`src/rtl/mchan_ipa_pkg.sv`:
```
// mchan_ipa_pkg: transaction word layout, direction encoding and FSM states shared by queue and unpackers
package mchan_ipa_pkg;

    localparam int unsigned LEN_W     = 16;
    localparam int unsigned TCDM_W    = 16;
    localparam int unsigned EXT_W     = 16;
    localparam int unsigned OPC_W     = 3;
    localparam int unsigned TQ_W      = LEN_W + TCDM_W + EXT_W + 1 + OPC_W;
    localparam int unsigned BURST_MAX = 64;

    localparam int unsigned LEN_LSB  = 0;
    localparam int unsigned TCDM_LSB = LEN_W;
    localparam int unsigned EXT_LSB  = LEN_W + TCDM_W;
    localparam int unsigned DIR_BIT  = LEN_W + TCDM_W + EXT_W;

    typedef enum logic {
        DIR_TX = 1'b0,
        DIR_RX = 1'b1
    } dir_e;

    typedef enum logic {
        IDLE = 1'b0,
        BUSY = 1'b1
    } unpack_state_e;

    typedef struct packed {
        logic [OPC_W-1:0]  opc;
        dir_e              dir;
        logic [EXT_W-1:0]  ext_add;
        logic [TCDM_W-1:0] tcdm_add;
        logic [LEN_W-1:0]  len;
    } burst_word_t;

endpackage

```
`src/rtl/trans_burst_calc_ipa.sv`:
```
// trans_burst_calc_ipa: burst length = min(remaining, bytes left to the next burst-aligned boundary)
module trans_burst_calc_ipa
    import mchan_ipa_pkg::*;
#(
    parameter int unsigned LEN_WIDTH       = LEN_W,
    parameter int unsigned MAX_BURST_BYTES = BURST_MAX,
    parameter int unsigned OFF_WIDTH       = $clog2(MAX_BURST_BYTES),
    parameter int unsigned BURST_LEN_WIDTH = $clog2(MAX_BURST_BYTES) + 1
) (
    input  logic [OFF_WIDTH-1:0]       i_off,
    input  logic [LEN_WIDTH-1:0]       i_rem,
    output logic [BURST_LEN_WIDTH-1:0] o_len,
    output logic                       o_last
);

    logic [LEN_WIDTH:0] w_rem, w_room, w_min;

    assign w_rem  = {1'b0, i_rem};
    assign w_room = (LEN_WIDTH+1)'(MAX_BURST_BYTES) - (LEN_WIDTH+1)'(i_off);
    assign w_min  = (w_rem < w_room) ? w_rem : w_room;
    assign o_len  = BURST_LEN_WIDTH'(w_min);
    assign o_last = (w_rem == w_min);

endmodule

```
`src/rtl/trans_unpack_ipa.sv`:
```
// trans_unpack_ipa: pops queued transactions and splits them into bursts that never cross a MAX_BURST_BYTES boundary of ext
module trans_unpack_ipa
    import mchan_ipa_pkg::*;
#(
    parameter int unsigned TRANS_QUEUE_WIDTH = TQ_W,
    parameter int unsigned TCDM_ADD_WIDTH    = TCDM_W,
    parameter int unsigned EXT_ADD_WIDTH     = EXT_W,
    parameter int unsigned MCHAN_LEN_WIDTH   = LEN_W,
    parameter int unsigned MAX_BURST_BYTES   = BURST_MAX,
    parameter int unsigned BURST_LEN_WIDTH   = $clog2(MAX_BURST_BYTES) + 1
) (
    input  logic                         clk_i,
    input  logic                         rst_ni,
    input  logic                         trans_req_i,
    output logic                         trans_gnt_o,
    input  logic [TRANS_QUEUE_WIDTH-1:0] trans_dat_i,
    output logic                         burst_req_o,
    input  logic                         burst_gnt_i,
    output logic [TRANS_QUEUE_WIDTH-1:0] burst_dat_o,
    output logic [BURST_LEN_WIDTH-1:0]   burst_len_o,
    output logic                         burst_last_o,
    output logic                         busy_o
);

    localparam int unsigned LEN  = MCHAN_LEN_WIDTH;
    localparam int unsigned TCDM = TCDM_ADD_WIDTH;
    localparam int unsigned EXT  = EXT_ADD_WIDTH;
    localparam int unsigned HDR  = TRANS_QUEUE_WIDTH - LEN - TCDM - EXT;
    localparam int unsigned OFF  = $clog2(MAX_BURST_BYTES);

    unpack_state_e        r_state, w_state_d;
    logic [EXT-1:0]       r_ext;
    logic [TCDM-1:0]      r_tcdm;
    logic [LEN-1:0]       r_rem;
    logic [HDR-1:0]       r_hdr;
    logic [BURST_LEN_WIDTH-1:0] w_len;
    logic                 w_last, w_busy, w_acc, w_done, w_load;

    trans_burst_calc_ipa #(
        .LEN_WIDTH       (LEN),
        .MAX_BURST_BYTES (MAX_BURST_BYTES),
        .OFF_WIDTH       (OFF),
        .BURST_LEN_WIDTH (BURST_LEN_WIDTH)
    ) u_calc (
        .i_off  (r_ext[OFF-1:0]),
        .i_rem  (r_rem),
        .o_len  (w_len),
        .o_last (w_last)
    );

    assign w_busy      = (r_state == BUSY);
    assign w_acc       = w_busy & burst_gnt_i;
    assign w_done      = w_acc & w_last;
    assign trans_gnt_o = ~w_busy | w_done;
    // zero-length words are popped but never start a transfer
    assign w_load      = trans_req_i & trans_gnt_o & (trans_dat_i[LEN-1:0] != '0);

    always_comb begin
        w_state_d = r_state;
        if (w_load)
            w_state_d = BUSY;
        else if (w_done)
            w_state_d = IDLE;
    end

    always_ff @(posedge clk_i or negedge rst_ni) begin
        if (!rst_ni)
            r_state <= IDLE;
        else
            r_state <= w_state_d;
    end

    always_ff @(posedge clk_i or negedge rst_ni) begin
        if (!rst_ni) begin
            r_ext  <= '0;
            r_tcdm <= '0;
            r_rem  <= '0;
            r_hdr  <= '0;
        end else if (w_load) begin
            r_ext  <= trans_dat_i[LEN+TCDM +: EXT];
            r_tcdm <= trans_dat_i[LEN +: TCDM];
            r_rem  <= trans_dat_i[LEN-1:0];
            r_hdr  <= trans_dat_i[TRANS_QUEUE_WIDTH-1 -: HDR];
        end else if (w_acc) begin
            r_ext  <= r_ext + EXT'(w_len);
            r_tcdm <= r_tcdm + TCDM'(w_len);
            r_rem  <= r_rem - LEN'(w_len);
        end
    end

    assign burst_req_o  = w_busy;
    assign busy_o       = w_busy;
    assign burst_len_o  = w_len;
    assign burst_last_o = w_busy & w_last;
    assign burst_dat_o  = {r_hdr, r_ext, r_tcdm, LEN'(w_len)};

endmodule

```
`config.mk`:
```
export PLATFORM = sky130hd
export DESIGN_NAME = trans_unpack_ipa
export DESIGN_NICKNAME = d
export VERILOG_FILES = /design/src/rtl/mchan_ipa_pkg.sv /design/src/rtl/trans_burst_calc_ipa.sv /design/src/rtl/trans_unpack_ipa.sv
export SDC_FILE = /design/constraint.sdc
export NUM_CORES = 1
export LEC_CHECK = 0
export ABC_CLOCK_PERIOD_IN_PS = 4700
export CAP_MARGIN = 20
export CORE_ASPECT_RATIO = 1.5
export CORE_MARGIN = 10
export CORE_UTILIZATION = 44
export DETAILED_ROUTE_END_ITERATION = 7
export HOLD_SLACK_MARGIN = 0.05
export PLACE_DENSITY = 0.78
export SYNTH_ARGS = -nofsm -noshare
export SYNTH_HDL_FRONTEND = slang
export SYNTH_HIERARCHICAL = 1
export SYNTH_SLANG_ARGS = --single-unit
```
`constraint.sdc`:
```
create_clock -name clk_i -period 4.7 [get_ports clk_i]
set_clock_uncertainty 0.15 [all_clocks]
set_input_delay 1.175 -clock clk_i [delete_from_list [all_inputs] [get_ports clk_i]]
set_output_delay 1.175 -clock clk_i [all_outputs]
set_load 0.1 [all_outputs]
```
==> Yosys cells after proc, flatten, opt, wreduce, memory -nomap -nowiden <==
Cells that the tools add are included.
W data, S select, Z words.
{ "word_totals": {"reg_bits": 53} }
{ "op_classes": {"addsub": 4, "n_lt_le_gt_ge": 1, "eq_ne": 1, "n_mux": 9, "bitwise_logic": 7, "n_reduce_logical": 3} }
{ "op_table": {"columns": ["operator", "count"], "rows": [
  ["$mux W16", 6],
  ["$add A16 B7 Y16", 2],
  ["$eq A16 B17 Y1", 1],
  ["$lt A16 B17 Y1", 1],
  ["$mux W17", 1],
  ["$reduce_bool A16 Y1", 1],
  ["$sub A16 B7 Y16", 1],
  ["$sub A7 B6 Y8 const A", 1],
  ["$and A1 B1 Y1", 5],
  ["$reduce_bool A2 Y1", 2],
  ["$mux W1", 2],
  ["$not A1 Y1", 1],
  ["$or A1 B1 Y1", 1]
]} }

==> Depth between registers and ports, before layout <==
{ "depth": {"ltp_word": 9, "mapped_depth": 18} }

==> Cells and area by module <==
The synthesis kept the hierarchy.
{ "modules_own_cells": {"columns": ["module", "instances", "cells_per_inst", "area_each_um2", "seq_area_each_um2"], "rows": [
  ["trans_unpack_ipa", 1, 435, 3648.5, 1326.3],
  ["trans_burst_calc_ipa", 1, 65, 500.5, 0.0]
]} }

==> Worst setup path after synthesis <==
No wires, ideal clock.
{ "synth_timing": {"path_kind": "register to register", "start": "register r_ext[0]", "end": "register r_rem[14]", "t_arrival_ns": 6.150, "required_time_ns": 4.424, "slack_ns": -1.726, "stages_incl_launch_ff": 19, "n_path_buf": 1, "synth_period_minus_slack_ns": 6.426, "path_cell_list": "dfrtp_1 > inv_1 > ha_1 > or3b_1 > buf_2 > or3_1 > ha_1 > inv_1 > o21ai_0 > nor3_2 > o21ai_4 > mux2i_1 > inv_1 > ha_1 > nor2_1 > a211oi_1 > o31a_1 > o311a_2 > a221o_1"} }
{ "synth_between": {"elab_chain_cells": 9, "word_cells_on_any_way": 12, "classes_between": "add/sub (2); order compare (1); eq/ne (1); mux (3); bitwise (4); reduce/logical (1)"} }
{ "synth_rtl": {"columns": ["element", "line", "rtl"], "rows": [
  ["start, declared", "trans_unpack_ipa.sv:32", "logic [EXT-1:0] r_ext;"],
  ["start signal, assigned", "trans_unpack_ipa.sv:80", "r_ext <= trans_dat_i[LEN+TCDM +: EXT];"],
  ["start signal, assigned", "trans_unpack_ipa.sv:85", "r_ext <= r_ext + EXT'(w_len);"],
  ["$sub A7 B6 Y8 *", "trans_burst_calc_ipa.sv:19", "assign w_room = (LEN_WIDTH+1)'(MAX_BURST_BYTES) - (LEN_WIDTH+1)'(i_off);"],
  ["$lt A16 B17 Y1", "trans_burst_calc_ipa.sv:20", "assign w_min = (w_rem < w_room) ? w_rem : w_room;"],
  ["$mux W17 *", "trans_burst_calc_ipa.sv:20", null],
  ["named net burst_len_o[3]", "trans_unpack_ipa.sv:20", "output logic [BURST_LEN_WIDTH-1:0] burst_len_o,"],
  ["parallel branches: the longest is 6 deep, another holds $sub A16 B7 Y16", null, null],
  ["end signal, assigned", "trans_unpack_ipa.sv:82", "r_rem <= trans_dat_i[LEN-1:0];"],
  ["end signal, assigned", "trans_unpack_ipa.sv:87", "r_rem <= r_rem - LEN'(w_len);"],
  ["end, declared", "trans_unpack_ipa.sv:34", "logic [LEN-1:0] r_rem;"]
]} }
Mark *: on every way through the listed nets, which the timed path passes. The select of a mux whose other input is x is not followed.
A chain may end at the register's enable or synchronous reset.

==> Final worst setup path <==
{ "layout_timing": {"start": "register r_ext[0]", "end": "output burst_len_o[1]"} }
{ "layout_between": {"elab_chain_cells": 3} }
{ "layout_rtl": {"columns": ["element", "line"], "rows": [
  ["$sub A7 B6 Y8 *", "trans_burst_calc_ipa.sv:19"],
  ["$lt A16 B17 Y1", "trans_burst_calc_ipa.sv:20"],
  ["$mux W17 *", "trans_burst_calc_ipa.sv:20"],
  ["end, declared", "trans_unpack_ipa.sv:20"]
]} }
Every way passes the cells marked *; elsewhere a longest branch is shown, timed or not.

==> flow_summary_export.csv <==
group,metric,value,unit
status,outcome,"finished with violations",
status,failed_checks,"setup timing",
clock_network,cts_tree,"done",
sta,relSlewSlack,32.6,%
routing,initialDrtViolationCount,202,
setup_path,worstSetupStartpointType,"flop",
placed_design,dpl-instance-area,5580,um^2
routing,drcViolationCount,0,
sta,tightest_slew,1.01,ns
sta,setup_viol,2,
finish,area_growth,43.6,%
die,die_x,99.3,um
finish,antenna_cells,0,
worst_hold_path,hold_path_class,"reg2reg",
synthesis,ys_types,52,
clock_network,cts_buffers,5,
synthesis,async_flop_share,100,%
finish,layout.nets,702,
global_route,grt_util_met2,34.5,%
synthesis,syn-cell-area,4150,um^2
setup_path,crit_type,"reg2out",
synthesis,synth_edf_count,0,
routing,drt_pass1_iterations,5,
die,dieArea,13800,um^2
setup_path,crit_path_max_fanout,7,
clock_network,cts.sinks,53,
die,rows,43,
global_route,top_usage_layer,"met2",
synthesis,ys_seq_elements,53,
clock_network,cts.clk_slew.worst_paths,0.07,ns
placed_design,gp_congestion,0.925,
die,die_y,139,um
sta,fin_crit,4.72,ns
sta,post-route-period-util,100,%
synthesis,synth.yosys.seq_area_share,32.0,%
global_route,grt_pass1_wl,21.8,mm
synthesis,syn_inst,500,
routing,wirelength,13.6,mm
global_route,met3_usage,3.79,%
finish,drive_gt1_share,16.9,%
die,ioPinCount,119,
synthesis,synth-main-ff-cell,"dfrtp_1",
routing,ant_nets,0,
setup_path,crit_required,3.38,ns
sta,setup_slack,-0.0154,ns
routing,vias,4162,
clock_network,insertion_delay,0.30,ns
global_route,grt_max_degree,45,
finish,stdcell_area,5960,um^2
routing,wl_per_cell,18.6,um
global_route,antenna_found_initial,0,
job,maxCapViolCount,0,
clock_network,root_buffer,"clkbuf_16",
placed_design,dp_hpwl,10.5,mm
placed_design,io_buffers,109,
clock_network,htree_levels,2,
global_route,grt_pass1_vias,4359,
clock_network,clock_path_buffers,2,
die,core,9250,um^2
global_route,grt.overflow.total,0,
sta,drv_slew,0,
routing,via_per_inst,5.72,
synthesis,yosys_warnings,6,
setup_path,crit_arrival,3.39,ns
sta,hold_viol_final,0,
global_route,track_usage,19.0,%
sta,rsz0062_at_grt,"true",
setup_path,cp-end-kind,"output port",
die,start_util,44.8,%
sta,max_freq,212,MHz
synthesis,syn_avg_cell_area,8.30,um^2
global_route,grt_use_met1,20.4,%
state kept, by name, indices dropped and copies added (netlist names):
| name | cells |
|---|---|
| r_ext | 16 |
| r_hdr | 4 |
| r_tcdm | 16 |
| burst_req_o | 1 |
| r_rem | 16 |
metal layers:
layer	part of all wire, %	routed length [um]
met1	37	4990
met2	54	7340
met3	5.3	720
met4	3.8	514
met5	0	0
synth_stat cells (2+ instances only):
cell,n,share of area [%]
nand2_1,70,6.3
dfrtp_1,53,32
nor2_1,51,4.6
a21oi_1,34,4.1
o21ai_0,30,3.6
ha_1,28,8.4
xor2_1,24,5.1
inv_1,23,2.1
a31oi_1,20,3.0
buf_4,17,3.1
xnor2_1,14,3.0
a211oi_1,10,1.8
nand3_1,10,1.2
clkbuf_1,9,0.81
nand4_1,8,1.2
o211ai_1,8,1.4
a21o_1,7,1.3
o31ai_1,7,1.3
or4_1,7,1.3
buf_1,6,0.54
nor3_1,6,0.72
or3_1,6,0.90
nor4_1,5,0.75
and3_1,4,0.60
fa_1,3,1.4
mux2_2,3,0.81
mux2i_1,3,0.72
nand2b_1,3,0.45
or2_2,3,0.45
a21oi_2,2,0.42
a41oi_1,2,0.42
and2_2,2,0.36
buf_2,2,0.24
o21a_1,2,0.36
cell families (layout without fill, tap and decap cells):
| family | Yosys count | after routing | share of synthesized area [%] |
|---|---|---|---|
| other cells | 1 | 9 | 0.0904 |
| xor+xnor | 38 | 38 | 8.02 |
| mux | 7 | 7 | 1.81 |
| fa+ha+maj | 31 | 31 | 9.89 |
| simple gates | 184 | 184 | 21.9 |
| compound gates | 129 | 129 | 19.6 |
| buf+inv | 57 | 165 | 6.75 |
| flops | 53 | 53 | 32.0 |
worst paths after layout:
kind / start / endpoint / slack, ns / depth (start not counted)
worst min register to register: r_hdr[0] / r_hdr[0] / 0.32 / 2
worst max register to register: r_ext[0] / r_rem[14] / 0.05 / 18
worst min-delay path: r_hdr[0] / r_hdr[0] / 0.32 / 2
max in group asynchronous: rst_ni / r_tcdm[5] / 2.81 / 2
worst max-delay path: r_ext[0] / burst_len_o[1] / -0.02 / 13
min in group asynchronous: rst_ni / r_rem[9] / 0.83 / 1
timing repair:
action,in CTS,in global routing
endpoints found under the setup margin,7,30
hold buffers,0,0
pin swaps,3,6
resized for setup,4,26
setup buffers,7,5
cell type report:
| type | count | area [um^2] |
|---|---|---|
| multi-input cells | 398 | 2790 |
| clock buffers | 8 | 146 |
| fillers | 759 | 3290 |
| well taps | 112 | 140 |
| repair buffers | 134 | 1460 |
| flip-flops and latches | 53 | 1340 |
| inverters | 23 | 88.8 |
placed cells by master (no fill, tap or decap), types with 5 or more instances in the layout:
cell and instances:
clkdlybuf4s50_1 92, nand2_1 68, nor2_1 49, dfrtp_1 49
a21oi_1 32, o21ai_0 29, xor2_1 24, ha_1 21
a31oi_1 20, buf_4 19, inv_1 18, buf_12 16
xnor2_1 12, nand3_1 10, conb_1 9, o211ai_1 8
nand4_1 8, a21o_1 7, o31ai_1 7, or4_1 7
a211oi_1 7, ha_4 6, buf_6 6, nor4_1 5
or3_1 5, clkbuf_16 5
through the flow:
stage	util (%)	hold slack (ns)	std cells	setup TNS [ns]	worst slack [ns]
final	64.4	0.324	728	-0.0307	-0.0154
after global routing	64.4	0.358	728	-0.635	-0.0983
after CTS	62.7	0.332	723	0	0.00336
after detailed placement	60.3	0.311	708	-0.0757	-0.0757
after global placement	60.3	0.309	708	0	0.0946
after floorplan	-	0.386	508	-5.37	-0.347
worst max-delay path, stage by stage, from the launching register on:
cell and delay [ns]:
dfrtp_4 0.49, inv_4 0.07, ha_4 0.12, or3b_4 0.41, or3_4 0.40, ha_4 0.23, nand4_1 0.08, o21ai_1 0.09
nor3_2 0.24, o21ai_4 0.14, buf_6 0.14, mux2_4 0.36, buf_6 0.15, buf_12 0.16
Power is not shown: default switching activity piles up to over one toggle a cycle in this logic, so the estimate is an artifact.
